### config.mk
export PLATFORM = sky130hd
export DESIGN_NAME = cac_codec5
export DESIGN_NICKNAME = d
export VERILOG_FILES = /design/src/rtl/cac5_pkg.sv /design/src/rtl/cac5_decoder.sv /design/src/rtl/cac_codec5.sv
export SDC_FILE = /design/constraint.sdc
export NUM_CORES = 1
export LEC_CHECK = 0
export ABC_AREA = 0
export CAP_MARGIN = 40
export CORE_MARGIN = 3
export CORE_UTILIZATION = 40
export DETAILED_ROUTE_END_ITERATION = 12
export GPL_TIMING_DRIVEN = 0
export PLACE_DENSITY = 0.67
export SLEW_MARGIN = 10
export SYNTH_ARGS = -nofsm -noshare
export SYNTH_HDL_FRONTEND = slang
export SYNTH_SLANG_ARGS = --single-unit
### constraint.sdc
create_clock -name i_clk -period 1.95 [get_ports i_clk]
set_input_delay 0.195 -clock i_clk [delete_from_list [all_inputs] [get_ports i_clk]]
set_output_delay 0.195 -clock i_clk [all_outputs]
set_load 0.01 [all_outputs]
### src/rtl/cac5_pkg.sv
// Shared constants, codeword type and the encode / legality helpers for the
// 5-wire Fibonacci crosstalk-avoidance code.
package cac5_pkg;

  localparam int CW_W       = 5;
  localparam int CODE_COUNT = 13;
  localparam int MAX_VAL    = 12;

  // Wire weights, bit4..bit0
  localparam int W4 = 5;
  localparam int W3 = 3;
  localparam int W2 = 2;
  localparam int W1 = 1;
  localparam int W0 = 1;

  // Greedy thresholds. T3 is 5 rather than 3: taking bit3 early would force
  // an isolated 1 on bit3 when bit2/bit4 cannot follow.
  localparam int T4 = 5;
  localparam int T3 = 5;
  localparam int T2 = 2;
  localparam int T1 = 2;
  localparam int T0 = 1;

  typedef logic [CW_W-1:0] cac5_word_t;

  // Values above MAX_VAL saturate to the all-ones codeword.
  function automatic cac5_word_t cac5_encode(input logic [3:0] v);
    logic [3:0] r;
    cac5_word_t c;
    r    = (v > 4'(MAX_VAL)) ? 4'(MAX_VAL) : v;
    c[4] = (r >= 4'(T4));
    if (c[4]) r = r - 4'(W4);
    c[3] = (r >= 4'(T3));
    if (c[3]) r = r - 4'(W3);
    c[2] = (r >= 4'(T2));
    if (c[2]) r = r - 4'(W2);
    c[1] = (r >= 4'(T1));
    if (c[1]) r = r - 4'(W1);
    c[0] = (r >= 4'(T0));
    return c;
  endfunction

  // An inner wire may only be high when both of its neighbours are high.
  function automatic logic cac5_legal(input cac5_word_t w);
    return !(w[1] && !(w[0] && w[2])) && !(w[3] && !(w[2] && w[4]));
  endfunction

endpackage

### src/rtl/cac5_decoder.sv
// Receive-side decoder: weighted sum of the received wires plus legality flag.
// Purely combinational; can be used on its own at the far end of the link.
module cac5_decoder
  import cac5_pkg::*;
#(
  parameter int DATA_W = 3
) (
  input  cac5_word_t        i_tsv,
  output logic [DATA_W-1:0] o_data,
  output logic              o_code_err
);

  logic [3:0] w_sum;

  // Maximum sum is 12, so 4 bits never overflow before truncation.
  assign w_sum = (i_tsv[4] ? 4'(W4) : 4'd0)
               + (i_tsv[3] ? 4'(W3) : 4'd0)
               + (i_tsv[2] ? 4'(W2) : 4'd0)
               + (i_tsv[1] ? 4'(W1) : 4'd0)
               + (i_tsv[0] ? 4'(W0) : 4'd0);

  assign o_data     = w_sum[DATA_W-1:0];
  assign o_code_err = !cac5_legal(i_tsv);

endmodule

### src/rtl/cac_codec5.sv
// 5-wire crosstalk-avoidance codec: registered encoder onto the TSVs and a
// combinational decoder for the received wires. DATA_W is 3 or 4.
module cac_codec5
  import cac5_pkg::*;
#(
  parameter int DATA_W = 3
) (
  input  logic              i_clk,
  input  logic              i_rst,
  input  logic [DATA_W-1:0] i_data_in,
  output cac5_word_t        o_tsv_out,
  output logic              o_range_err,
  input  cac5_word_t        i_tsv_in,
  output logic [DATA_W-1:0] o_data_out,
  output logic              o_code_err
);

  logic [3:0] w_din;
  cac5_word_t w_code;
  logic       w_over;
  cac5_word_t r_tsv;
  logic       r_range_err;

  assign w_din  = 4'(i_data_in);
  assign w_code = cac5_encode(w_din);
  assign w_over = (w_din > 4'(MAX_VAL));

  // Reset drives the code of 0 onto the wires.
  always_ff @(posedge i_clk or posedge i_rst) begin
    if (i_rst) begin
      r_tsv       <= '0;
      r_range_err <= 1'b0;
    end else begin
      r_tsv       <= w_code;
      r_range_err <= w_over;
    end
  end

  assign o_tsv_out   = r_tsv;
  assign o_range_err = r_range_err;

  cac5_decoder #(.DATA_W(DATA_W)) u_dec (
    .i_tsv      (i_tsv_in),
    .o_data     (o_data_out),
    .o_code_err (o_code_err)
  );

endmodule

==> results.md <==
- The worst setup path is of the primary input to flip-flop kind.
- The HPWL after detailed placement is 1040 um.
- The final-report hold violation count is 0.
- The floorplan has 13 rows.
- The maximum clock path buffer count is 2.
- The max-capacitance violation count is 0.
- The run finished, with violations left.
- Of the cells placed in the final design, the portion with a size suffix greater than 1 is 0.505.
- The routed wirelength normalized by instance count is 12.4 um.
- In the global route stage, overall resource usage came out at 0.163.
- In this run the clock root is driven by a clkbuf_4.
- The data required time at the worst endpoint is 2110 ps.
- The CTS buffer count is 3.
- The cts-stage hold buffer count is 0.
- The clock slew seen by the registers of the worst setup and hold paths is 40 ps.
- The peak clock frequency supported by timing is 397 MHz.
- The number of enable-type register cells in the synthesized netlist is 0.
- The library cell occupying the most area in the post-synthesis netlist is dfrtp_1.
- The capture point of the critical path is o_tsv_out[1].
- The analysis attributes to net switching a power of 248 uW.
- The nature of the critical path endpoint is a flip-flop.
- The final number of setup-violating endpoints is 3.
- In the finished design, the share of the clock period the worst path needs comes to 1.29.
- The H-tree level count is 1.
- The placed instance area is 916 um2.
- The count of different cell masters after synthesis is 35.
- The post-route core utilization is 0.780.
- Of the total power, combinational logic draws 0.643.
- The critical path goes through buf_12 -> inv_16 -> ha_4 -> inv_2 -> ha_4 -> a21oi_4 -> mux2_4 -> ha_2 -> and2b_2 -> nor3_4 -> o21ai_1 -> a21boi_4 -> ha_4 -> a211oi_4 -> a2bb2oi_2.
- The final instance area is 1100 um2.
- The setup slack after placement is -1620 ps.
- In this run the worst hold path is classified as primary input to async pin.
- Across all setup checks in the final design, the least slack found is -567 ps.
- The total core area is 1420 um2.
- The remaining number of nets flagged by the antenna check after routing is 0.
- For the pin with the worst max-slew slack, the measured transition is 499 ps.
- The number of buffers added on ports is 18.
- In this run, synthesis produced a sequential element count of 5.
- Setup repair after global routing could not meet its margin everywhere.
- The internal portion of the total power is 423 uW.
- The number of sinks on the clock net is 5.
- In this design, the critical path's most frequently occurring cell is ha_4.
- For this design the static power due to leakage is 0.502 nW.
- Of the post-synthesis cell area, the dominant cell type holds 0.193.
- Using the TritonRoute via totals, the vias-per-cell ratio works out to 5.06.
- After the first detailed-routing iteration, the DRC count stood at 5.
- In this run the power density over the cells is 607 nW/um2.
- Counting I/O delays and the setup requirement, the final critical path takes 2520 ps.
- The arrival time of the worst setup path is 2680 ps.
- After synthesis, the most frequently instantiated cells are 14 x inv_1, 10 x ha_1, 5 x dfrtp_1, 4 x nor2_1, 3 x a21oi_1.
- For this run the aggregate overflow at the end of global routing stands at 0.
- The max-slew headroom at the worst pin is 0.667.
- After synthesis, the cell types taking the most area are dfrtp_1 19%, ha_1 19%, inv_1 8.1%.
- The width of the chip is 46.3 um.
- The pre-antenna-repair detailed-routing pass consisted of 4 iterations.
- Counting every instance in the synthesized netlist gives 72.
- Across all layers, the routed design uses 597 vias.
- The startpoint class of the critical path is a primary input.
- The number of antenna diodes in the final layout is 0.
- Of the total power, registers draw 0.187.
- The synthesized netlist net count is 94.
- The post-layout total power is 670 uW.
- At the end of routability-driven placement, the weighted congestion stood at 0.774.
- The area growth from synthesis to layout is 70.3%.
- The number of global-route vias before repair is 643.
- The switching part of the total power is 0.369.
- Among all flip-flop cells after synthesis, the most frequent one is dfrtp_1.
- The post-layout net count is 126.
- The area of the mapped netlist is 648 um2.
- The number of max-slew violations in the final report is 0.
- The first global-routing pass estimated 2560 um of wire.
- The number of DRC violations after detailed routing is 0.
- The floorplan step defined a die boundary enclosing 2140 um2.
- For this run, the register share of the synthesized area comes to 0.193.
- The final reports fail on setup timing.
- The number of flip-flops under the largest register name is 5.
- The most numerous cell in the Yosys netlist is inv_1.
- The maximum resistive drop on vdd is 0.342 mV.
- Dividing the synthesized area by the synthesized cell count gives 9.00 um2.
- The initial utilization of the core area, before any placement, comes to 0.458.
- The slowest stage of the critical path belongs to the cell mux2_4.
- The TritonCTS clock tree is yes.
- The clock share of power is 0.170.
- The initial antenna violation count is 0.
- The yosys synthesis warning count is 0.
- The vertical die dimension is 46.3 um.
- The maximum fanout along the worst path is 4.
- The number of I/O pins is 20.
- The total wirelength of the detailed-routed design is 1460 um.
- The launch point of the worst path is i_data_in[1].
- The highest cell delay on the worst timing path is 370 ps.
- The fraction of registers with async set or reset after synthesis is 1.00.
- Entering global routing, the biggest net connects 11 pins.
==> repair_timing <==
item,in CTS,in global routing
endpoints found under the hold margin,0,0
pin swaps,12,12
setup buffers,10,1
gates resized for setup,54,11
setup endpoints to repair,6,4
==> power by group through the flow <==
stage	Sequential (mW)	Clock [mW]	Combinational, mW
floorplan	0.137	0	0.203
global placement	0.126	0	0.334
detailed placement	0.127	0	0.340
CTS	0.126	0.119	0.389
global route	0.127	0.131	0.472
finish	0.125	0.114	0.431
==> through the flow <==
step                      hold slack [ps]  instances  TNS, ps
after floorplan                     -26.5         72    -1100
after global placement                400        105    -5440
after detailed placement              407        105    -5580
after CTS                             161        119    -1150
after global routing                  159        118    -1390
final                                 157        118     -961
==> worst min-delay path by stage <==
stage | start | to | slack [ps] | cells past startpoint
2_1_floorplan | i_rst | o_tsv_out[0] | -30 | 1
3_3_place_gp | i_rst | o_tsv_out[0] | 400 | 2
3_5_place_dp | i_rst | o_tsv_out[0] | 410 | 2
4_1_cts | i_rst | o_tsv_out[3] | 160 | 2
5_1_grt | i_rst | o_tsv_out[0] | 160 | 2
6_report | i_rst | o_tsv_out[3] | 160 | 2
==> placed cells by master, fill, tap and decap left out, types with 2 or more instances in the layout <==
cell / count
a21oi_1: 2
buf_12: 2
buf_2: 4
buf_4: 10
clkbuf_4: 3
clkdlybuf4s50_1: 8
dfrtp_1: 5
ha_1: 3
ha_2: 3
ha_4: 4
inv_1: 9
inv_2: 3
nand2_1: 2
nand4_1: 2
nor2_1: 3
nor2_2: 2
o21ai_1: 2
==> per-layer routing <==
layer,vias up,share of wire,GRT usage
li1,298,-,-
met1,278,0.44,0.186
met2,17,0.50,0.291
met3,4,0.052,0.0430
met4,0,0.015,0.0511
met5,-,0,0
==> cells by family (layout without fill, tap and decap cells) <==
logic type                 after synthesis  count (layout)  synth area share
AOI/OAI and AO/OA                       17              17             0.216
xor gates and xnor gates                 5               5            0.0792
adders and majority gates               12              12             0.255
buffers and inverters                   17              48             0.108
DFF                                      5               5             0.193
muxes                                    1               1            0.0232
other                                    1               1           0.00579
and+or+nand+nor                         14              14             0.120
==> worst max-delay path: cells and delay by family <==
kind	cells	cell delay, ps
and+or+nand+nor	2	320
muxes	1	370
buffers and inverters	3	200
AOI/OAI and AO/OA	5	910
adders and majority gates	4	670
==> area by class of cell <==
| type | count | area (um2) |
|---|---|---|
| multi-input combinational | 50 | 581 |
| sequential | 5 | 125 |
| buffer | 2 | 12.5 |
| inverter | 15 | 78.8 |
| fill | 96 | 312 |
| timing repair buffer | 27 | 262 |
| clock buffer | 4 | 26.3 |
| tap | 15 | 18.8 |
No activity file was read; power rests on OpenSTA's default activity.
